[config.mk]
export PLATFORM = sky130hd
export DESIGN_NAME = flag_branch_resolver
export DESIGN_NICKNAME = d
export VERILOG_FILES = /design/src/rtl/flag_branch_resolver.sv
export SDC_FILE = /design/constraint.sdc
export NUM_CORES = 1
export LEC_CHECK = 0
export BUFFER_PORTS_ARGS = -buffer_cell sky130_fd_sc_hd__buf_2
export CORE_MARGIN = 3
export CORE_UTILIZATION = 45
export CTS_CLUSTER_SIZE = 40
export DETAILED_ROUTE_END_ITERATION = 8
export PLACE_DENSITY = 0.66
export SKIP_CTS_REPAIR_TIMING = 1
export SYNTH_ARGS = -nofsm -noshare
export SYNTH_HDL_FRONTEND = slang
export SYNTH_SLANG_ARGS = --single-unit
[constraint.sdc]
create_clock -name clk -period 10.6 [get_ports clk]
set_input_delay 0.53 -clock clk [delete_from_list [all_inputs] [get_ports clk]]
set_output_delay 0.53 -clock clk [all_outputs]
set_load 0.02 [all_outputs]
[src/rtl/flag_branch_resolver.sv]
// flag_branch_resolver: consumes the ALU relational flags {not_equal, z, n},
// resolves conditional branch requests against them and hands taken /
// not-taken plus the next PC to the PC-update logic.
module flag_branch_resolver #(
    parameter int ADDR_W  = 32,
    parameter int TIMEOUT = 15
) (
    input  logic              clk,
    input  logic              rst_n,
    input  logic              flag_valid,
    input  logic              not_equal,
    input  logic              z,
    input  logic              n,
    input  logic              br_valid,
    output logic              br_ready,
    input  logic [2:0]        br_cond,
    input  logic [ADDR_W-1:0] br_target,
    input  logic [ADDR_W-1:0] pc,
    input  logic              flush,
    output logic              res_valid,
    input  logic              res_ready,
    output logic              res_take,
    output logic [ADDR_W-1:0] res_pc,
    output logic              res_timeout,
    output logic              flag_err
);

    // Wait counter only has to reach TIMEOUT-1; one bit when TIMEOUT is tiny or 0.
    localparam int CNT_W = (TIMEOUT > 1) ? $clog2(TIMEOUT) : 1;
    localparam logic [CNT_W-1:0] CNT_LAST = (TIMEOUT > 0) ? CNT_W'(TIMEOUT - 1) : '0;

    typedef enum logic [1:0] {
        ST_IDLE = 2'd0,
        ST_WAIT = 2'd1,
        ST_RESP = 2'd2
    } state_t;

    state_t              state_reg,       state_next;
    logic [2:0]          flag_reg,        flag_next;      // {not_equal, z, n}
    logic                fresh_reg,       fresh_next;
    logic [CNT_W-1:0]    cnt_reg,         cnt_next;
    logic [2:0]          cond_reg,        cond_next;
    logic [ADDR_W-1:0]   target_reg,      target_next;
    logic [ADDR_W-1:0]   pc_reg,          pc_next;
    logic                res_valid_reg,   res_valid_next;
    logic                res_take_reg,    res_take_next;
    logic [ADDR_W-1:0]   res_pc_reg,      res_pc_next;
    logic                res_timeout_reg, res_timeout_next;
    logic                flag_err_reg,    flag_err_next;

    logic [2:0]          flag_in;
    logic                flag_bad;
    logic                accept;
    logic [2:0]          eval_flags;
    logic [7:0]          cond_hit;
    logic [2:0]          sel_cond;
    logic [ADDR_W-1:0]   sel_target;
    logic [ADDR_W-1:0]   sel_pc;
    logic [ADDR_W-1:0]   seq_pc;
    logic                take_eval;

    // Condition table over f = {not_equal, z, n}.
    function automatic logic cond_eval(input logic [2:0] cond, input logic [2:0] f);
        logic r;
        case (cond)
            3'd0:    r = f[1];              // EQ
            3'd1:    r = f[2];              // NE
            3'd2:    r = f[0];              // LT
            3'd3:    r = ~f[0];             // GE
            3'd4:    r = f[0] | f[1];       // LE
            3'd5:    r = ~f[0] & ~f[1];     // GT
            3'd6:    r = 1'b1;              // ALWAYS
            default: r = 1'b0;              // NEVER
        endcase
        return r;
    endfunction

    assign flag_in  = {not_equal, z, n};
    assign flag_bad = (not_equal == z) | (z & n);
    assign br_ready = rst_n & (state_reg == ST_IDLE);
    assign accept   = br_valid & br_ready;

    // Incoming flags always win over the stored copy.
    assign eval_flags = flag_valid ? flag_in : flag_reg;

    // Evaluate every condition code in parallel, then pick the requested one.
    genvar gi;
    generate
        for (gi = 0; gi < 8; gi++) begin : g_cond
            assign cond_hit[gi] = cond_eval(3'(gi), eval_flags);
        end
    endgenerate

    // In IDLE the request is still on the inputs; afterwards use the latched copy.
    assign sel_cond   = (state_reg == ST_IDLE) ? br_cond   : cond_reg;
    assign sel_target = (state_reg == ST_IDLE) ? br_target : target_reg;
    assign sel_pc     = (state_reg == ST_IDLE) ? pc        : pc_reg;
    assign seq_pc     = sel_pc + ADDR_W'(4);
    assign take_eval  = cond_hit[sel_cond];

    // Next-state, flag register and result computation.
    always_comb begin
        logic load_res;
        logic load_to;
        state_next       = state_reg;
        flag_next        = flag_reg;
        fresh_next       = fresh_reg;
        cnt_next         = cnt_reg;
        cond_next        = cond_reg;
        target_next      = target_reg;
        pc_next          = pc_reg;
        res_valid_next   = res_valid_reg;
        res_take_next    = res_take_reg;
        res_pc_next      = res_pc_reg;
        res_timeout_next = res_timeout_reg;
        flag_err_next    = flag_err_reg | (flag_valid & flag_bad);
        load_res         = 1'b0;
        load_to          = 1'b0;

        if (flush) begin
            state_next     = ST_IDLE;
            cnt_next       = '0;
            fresh_next     = 1'b0;
            res_valid_next = 1'b0;
        end else begin
            case (state_reg)
                ST_IDLE: begin
                    if (flag_valid) begin
                        flag_next  = flag_in;
                        fresh_next = 1'b1;
                    end
                    if (accept) begin
                        cond_next   = br_cond;
                        target_next = br_target;
                        pc_next     = pc;
                        if (br_cond[2:1] == 2'b11) begin
                            // ALWAYS/NEVER never look at the flags
                            load_res = 1'b1;
                        end else if (fresh_reg && !flag_valid) begin
                            // Flags already waiting: resolve without a WAIT cycle
                            load_res   = 1'b1;
                            fresh_next = 1'b0;
                        end else begin
                            state_next = ST_WAIT;
                            cnt_next   = '0;
                        end
                    end
                end
                ST_WAIT: begin
                    if (flag_valid) begin
                        load_res   = 1'b1;
                        fresh_next = 1'b0;
                    end else if (fresh_reg) begin
                        load_res   = 1'b1;
                        fresh_next = 1'b0;
                    end else if (TIMEOUT != 0 && cnt_reg == CNT_LAST) begin
                        load_to = 1'b1;
                    end else if (TIMEOUT != 0) begin
                        cnt_next = cnt_reg + CNT_W'(1);
                    end
                end
                ST_RESP: begin
                    if (flag_valid) begin
                        flag_next  = flag_in;
                        fresh_next = 1'b1;
                    end
                    if (res_ready) begin
                        state_next     = ST_IDLE;
                        res_valid_next = 1'b0;
                    end
                end
                default: begin
                    state_next = ST_IDLE;
                end
            endcase

            if (load_res) begin
                state_next       = ST_RESP;
                res_valid_next   = 1'b1;
                res_take_next    = take_eval;
                res_pc_next      = take_eval ? sel_target : seq_pc;
                res_timeout_next = 1'b0;
            end
            if (load_to) begin
                state_next       = ST_RESP;
                res_valid_next   = 1'b1;
                res_take_next    = 1'b0;
                res_pc_next      = seq_pc;
                res_timeout_next = 1'b1;
            end
        end
    end

    // State and datapath registers, cleared asynchronously by rst_n.
    always_ff @(posedge clk or negedge rst_n) begin
        if (!rst_n) begin
            state_reg       <= ST_IDLE;
            flag_reg        <= '0;
            fresh_reg       <= 1'b0;
            cnt_reg         <= '0;
            cond_reg        <= '0;
            target_reg      <= '0;
            pc_reg          <= '0;
            res_valid_reg   <= 1'b0;
            res_take_reg    <= 1'b0;
            res_pc_reg      <= '0;
            res_timeout_reg <= 1'b0;
            flag_err_reg    <= 1'b0;
        end else begin
            state_reg       <= state_next;
            flag_reg        <= flag_next;
            fresh_reg       <= fresh_next;
            cnt_reg         <= cnt_next;
            cond_reg        <= cond_next;
            target_reg      <= target_next;
            pc_reg          <= pc_next;
            res_valid_reg   <= res_valid_next;
            res_take_reg    <= res_take_next;
            res_pc_reg      <= res_pc_next;
            res_timeout_reg <= res_timeout_next;
            flag_err_reg    <= flag_err_next;
        end
    end

    assign res_valid   = res_valid_reg;
    assign res_take    = res_take_reg;
    assign res_pc      = res_pc_reg;
    assign res_timeout = res_timeout_reg;
    assign flag_err    = flag_err_reg;

endmodule

# Word-level counts from Yosys, hierarchy flattened
# Index checks and enable logic that the tools add are counted.
[word_totals]
ff_bits = 113
output_inout_bits = 37
[classes]
add_sub_neg = 2
order_cmp = 1
eq_ne = 16
muxes = 52
bitwise_logic = 11
n_reduce_logical = 15
[ops]
columns = ["cell", "count"]
rows = [
  ["32-bit two-way mux", 5],
  ["32-bit by 3-bit adder with 32-bit output, second input constant", 1],
  ["4-bit two-way mux", 7],
  ["1-bit two-way mux", 26],
  ["3-bit != test, second input constant", 6],
  ["5-bit by 3-bit != test with 1-bit output, second input constant", 3],
  ["2-bit two-way mux", 7],
  ["4-bit nonzero test", 3],
  ["4-bit one-hot mux with 2 select lines", 1],
  ["7-bit AND reduction", 1],
  ["3-bit two-way mux", 2],
  ["2-bit one-hot mux with 3 select lines", 1],
  ["2-bit AND reduction", 3],
  ["1-bit AND", 5],
  ["5-bit != test, second input constant", 1],
  ["5-bit AND reduction", 1],
  ["4-bit by 1-bit adder with 4-bit output, second input constant", 1],
  ["2-bit == test, second input constant", 2],
  ["4-bit == test, second input constant", 1],
  ["3-bit by 4-bit < comparator with 1-bit output, second input constant", 1],
  ["4-bit != test, second input constant", 1],
  ["1-bit binary-select mux with 3-bit select", 1],
  ["1-bit inverter", 3],
  ["1-bit OR", 3],
  ["other kinds (11)", 11],
]

# Depth between registers and ports, before layout
[logic_depth]
depth_word = 10
ltp_mapped = 17

# Worst setup path before layout
# OpenSTA, ideal clock, no wires.
[synth_timing]
path_kind = "register -> register"
from = "register state_reg[0]"
to = "register res_pc_reg[30] (netlist: res_pc[30])"
arrival_time_ps = 3607
required_ps = 10474
path_slack_ps = 6866
stages_incl_launch_ff = 18
period_less_slack_ps = 3734
path_cell_list = "dfrtp_1 > inv_1 > ha_1 > buf_6 > buf_8 > buf_6 > buf_2 > buf_2 > buf_4 > buf_2 > mux2_2 > ha_1 > nand4_1 > a221oi_4 > nand3_4 > nor4_2 > xnor2_1 > a221o_1"
[synth_via]
elab_chain_cells = 8
[synth_lines]
columns = ["item", "line", "text"]
rows = [
  ["from (decl)", "38", "state_t state_reg, state_next;"],
  ["from (signal assigned)", "210", "state_reg <= state_next;"],
  ["parallel branches: the longest is 8 deep, another holds 32-bit by 3-bit adder with 32-bit output", "-", ""],
  ["to (signal assigned)", "219", "res_pc_reg <= res_pc_next;"],
  ["to (decl)", "47", "logic [ADDR_W-1:0] res_pc_reg, res_pc_next;"],
]
# Parallel ways; which one is timed is not known. The select of a mux whose other input is x is not followed.
# A chain may end at the register's enable or synchronous reset.

# Final worst setup path
# Same ends and word-level chain as after synthesis.

==> impl_metrics.toml <==
[synthesis]
synth.top_cell.area_share = 0.441
synth-seq-cells = 113
synthTopCellsByCount = "dfrtp_1 (113), mux2_2 (81), mux2i_1 (57)"
ys_warn_count = 0
post_synthesis_instance_area_sq_um = 6420
netlist_top_cells_area = "dfrtp_1 (44%), mux2_2 (14%), mux2i_1 (8.9%)"
synth_top_cell_by_area = "dfrtp_1"
synthArstFlopShare = 1.00
post_synth_inst_count = 582
synth_seq_area_share = 0.441
syn_nets = 664
synth_enable_flop_cells = 0
synth-main-ff-cell = "dfrtp_1"
ys_types = 57
mean_instance_size_in_the_synthesized_netlist_sq_um = 11.0
post-synth-top-count-cell = "dfrtp_1"

[placement]
gp_routability_congestion = 0.846
numPortBuffers = 112
place.detailed.hpwl_mm = 11.2
place_area_sq_um = 7080

[outcome]
result_of_the_run = "finished clean"

[sta]
final.period_utilization = 0.398
tightestPinTransition_ns = 1.04
finalClockSkew_ns = 0.00704
timing.setup.tns_ns = 0
max_freq_ghz = 0.237
hold_viol = 0
slew_viol_final = 0
max-slew-margin-rel = 0.304
rsz0062_at_grt = "false"
finalCriticalPeriod_ns = 4.22
setup_viol_count_final = 0

[finish]
area_growth_syn_to_layout_pct = 20.5
cell_area_after_layout_sq_um = 7730
layout.nets = 763
drive_gt1_frac = 0.352
nFillCells = 1235
n_antenna_cell = 0

[detailed_routing]
avgRoutedWirePerCell_um = 18.2
routed-via-count = 4956
antenna_violating_nets_post_route = 0
drt_iter0_markers = 301
drc_viols = 0
drt-pass1-iter-count = 4
drt-vias-per-instance = 5.67
detail_route.wirelength_mm = 15.9

[grt]
track_usage = 0.208
initial_antenna_violation_count = 0
first_pass_grt_wire_length_mm = 26.5
grt_max_degree = 76
vias_in_the_first_global_route = 5134
gr-total-overflow = 0

[worst_setup_path]
critical_path.max_fanout = 75
worstRegToRegCells = 11
critical_path_buf_inv_count = 2
worst_setup_path_end_kind = "flop"
critical_path.startpoint_type = "flop"
cp_slowest_cell = "buf_4"
crit-reg2reg-launch = "state_reg[0]"
timing.critical_path.max_delay_family = "buffers and inverters"
critical_path.cell_chain = "inv_1 > ha_4 > buf_4 > mux2_2 > ha_1 > nand4_1 > a221oi_4 > nand3_4 > nor4_2 > xnor2_1 > a221o_1"
r2r_end = "res_pc[30]"
cp.required_ns = 10.90
critPathMaxStageDelay_ns = 0.85
worst_ep_arrival_time_ns = 4.52
timing_worst_setup_path_type = "reg -> reg"
reg2reg_setup_slack_ns = 6.38

[cts]
clkSlewWorstSetupHoldPaths_ns = 0.05
cts_buffer_depth = 2
ctsHtreeMaxLevel = 4
tritoncts_num_sinks = 113
tritoncts.num_buffers = 17
cts_tree = "done"
worstSkewPairLatency_ns = 0.42
cts.root.buffer_cell = "clkbuf_16"

[min_path]
hold_class = "in -> async"

[pwr]
total_leakage_power_uw = 0.00367
pwr_density_cell_nw_per_um2 = 241
vdd_drop_max_v = 0.0000981

[floorplanning]
ioPinCount = 113
initial_util = 0.461
core.rowCount = 43
floorplan.core_area_sq_um = 13900
die_height_um = 125
die-area_sq_um = 15700
dieWidth_um = 125

[flow_run]
drv.max_cap_violation_count = 0
[per-stage QoR]
step / std cells / hold WS (ns) / setup WS, ns / total power [uW] / utilization
6_report: 874 / 0.132 / 6.38 / 1860 / 0.555
5_1_grt: 874 / 0.186 / 6.05 / 1960 / 0.555
4_1_cts: 874 / 0.146 / 6.37 / 1880 / 0.555
3_5_place_dp: 842 / 0.449 / 6.38 / 1240 / 0.508
3_3_place_gp: 842 / 0.434 / 6.49 / 1220 / 0.508
2_1_floorplan: 582 / 0.234 / 6.87 / 1050 / -
[logic make-up (layout without fill, tap and decap cells)]
kind of cell | count (synthesis) | in the layout | share of synthesized area
xor gates and xnor gates | 25 | 25 | 0.0341
adders and majority gates | 6 | 6 | 0.0117
muxes | 138 | 138 | 0.231
and+or+nand+nor | 153 | 153 | 0.131
AOI/OAI and AO/OA | 102 | 102 | 0.118
DFF | 113 | 113 | 0.441
buffers and inverters | 45 | 157 | 0.0341
[where the power goes]
part	switching, uW	leakage [uW]	internal [uW]	total, uW
sequential	96.8	0.00135	574	670
combinational	312	0.00200	249	560
clock	198	0.000316	434	632
total	606	0.00367	1260	1860
[layer usage]
metal | GRT usage | vias up | share of wire
li1 | - | 2361 | -
met4 | 0.0804 | 0 | 0.021
met3 | 0.0474 | 24 | 0.062
met5 | 0 | - | 0
met2 | 0.329 | 150 | 0.47
met1 | 0.278 | 2421 | 0.44
[cells in the final DEF (no fill, tap or decap), drive strengths merged, types with 6 or more instances in the layout]
cell	n
nor2b	6
nor2	32
inv	9
clkbuf	22
mux2	81
o21ai	24
nand3	20
a22o	6
ha	6
a21oi	23
a221o	7
xnor2	14
nand4b	6
xor2	11
nor3	16
o22a	16
dfrtp	113
nand3b	6
buf	116
mux2i	57
nand2	32
nand4	13
[worst max path at each step]
stage                       startpoint         end  slack, ns  depth (start not counted)
after global placement    state_reg[0]  res_pc[30]       6.49                         11
after floorplan           state_reg[0]  res_pc[30]       6.87                         17
after detailed placement  state_reg[0]  res_pc[30]       6.38                         11
final                     state_reg[0]  res_pc[30]       6.38                         11
after global routing      state_reg[0]  res_pc[30]       6.05                         11
after CTS                 state_reg[0]  res_pc[30]       6.37                         11
[worst register-to-register path: cells and delay by family (launching register included)]
| family | cells | cell delay (ns) |
|---|---|---|
| AOI/OAI and AO/OA | 2 | 0.85 |
| buffers and inverters | 2 | 0.99 |
| muxes | 1 | 0.34 |
| DFF | 1 | 0.40 |
| adders and majority gates | 2 | 0.72 |
| and+or+nand+nor | 3 | 0.71 |
| xor gates and xnor gates | 1 | 0.09 |
[cell type report]
cell class                      count  area [sq um]  share of cell area
Clock buffer                       22           474              0.0613
Inverter                            9          33.8             0.00437
Sequential cell                   113          2830               0.366
Multi-Input combinational cell    424          3400               0.440
Tap cell                          180           225              0.0291
Clock inverter                     10           180              0.0233
Timing Repair Buffer              116           593              0.0767
Note: power is estimated with default switching activity, not from simulation.
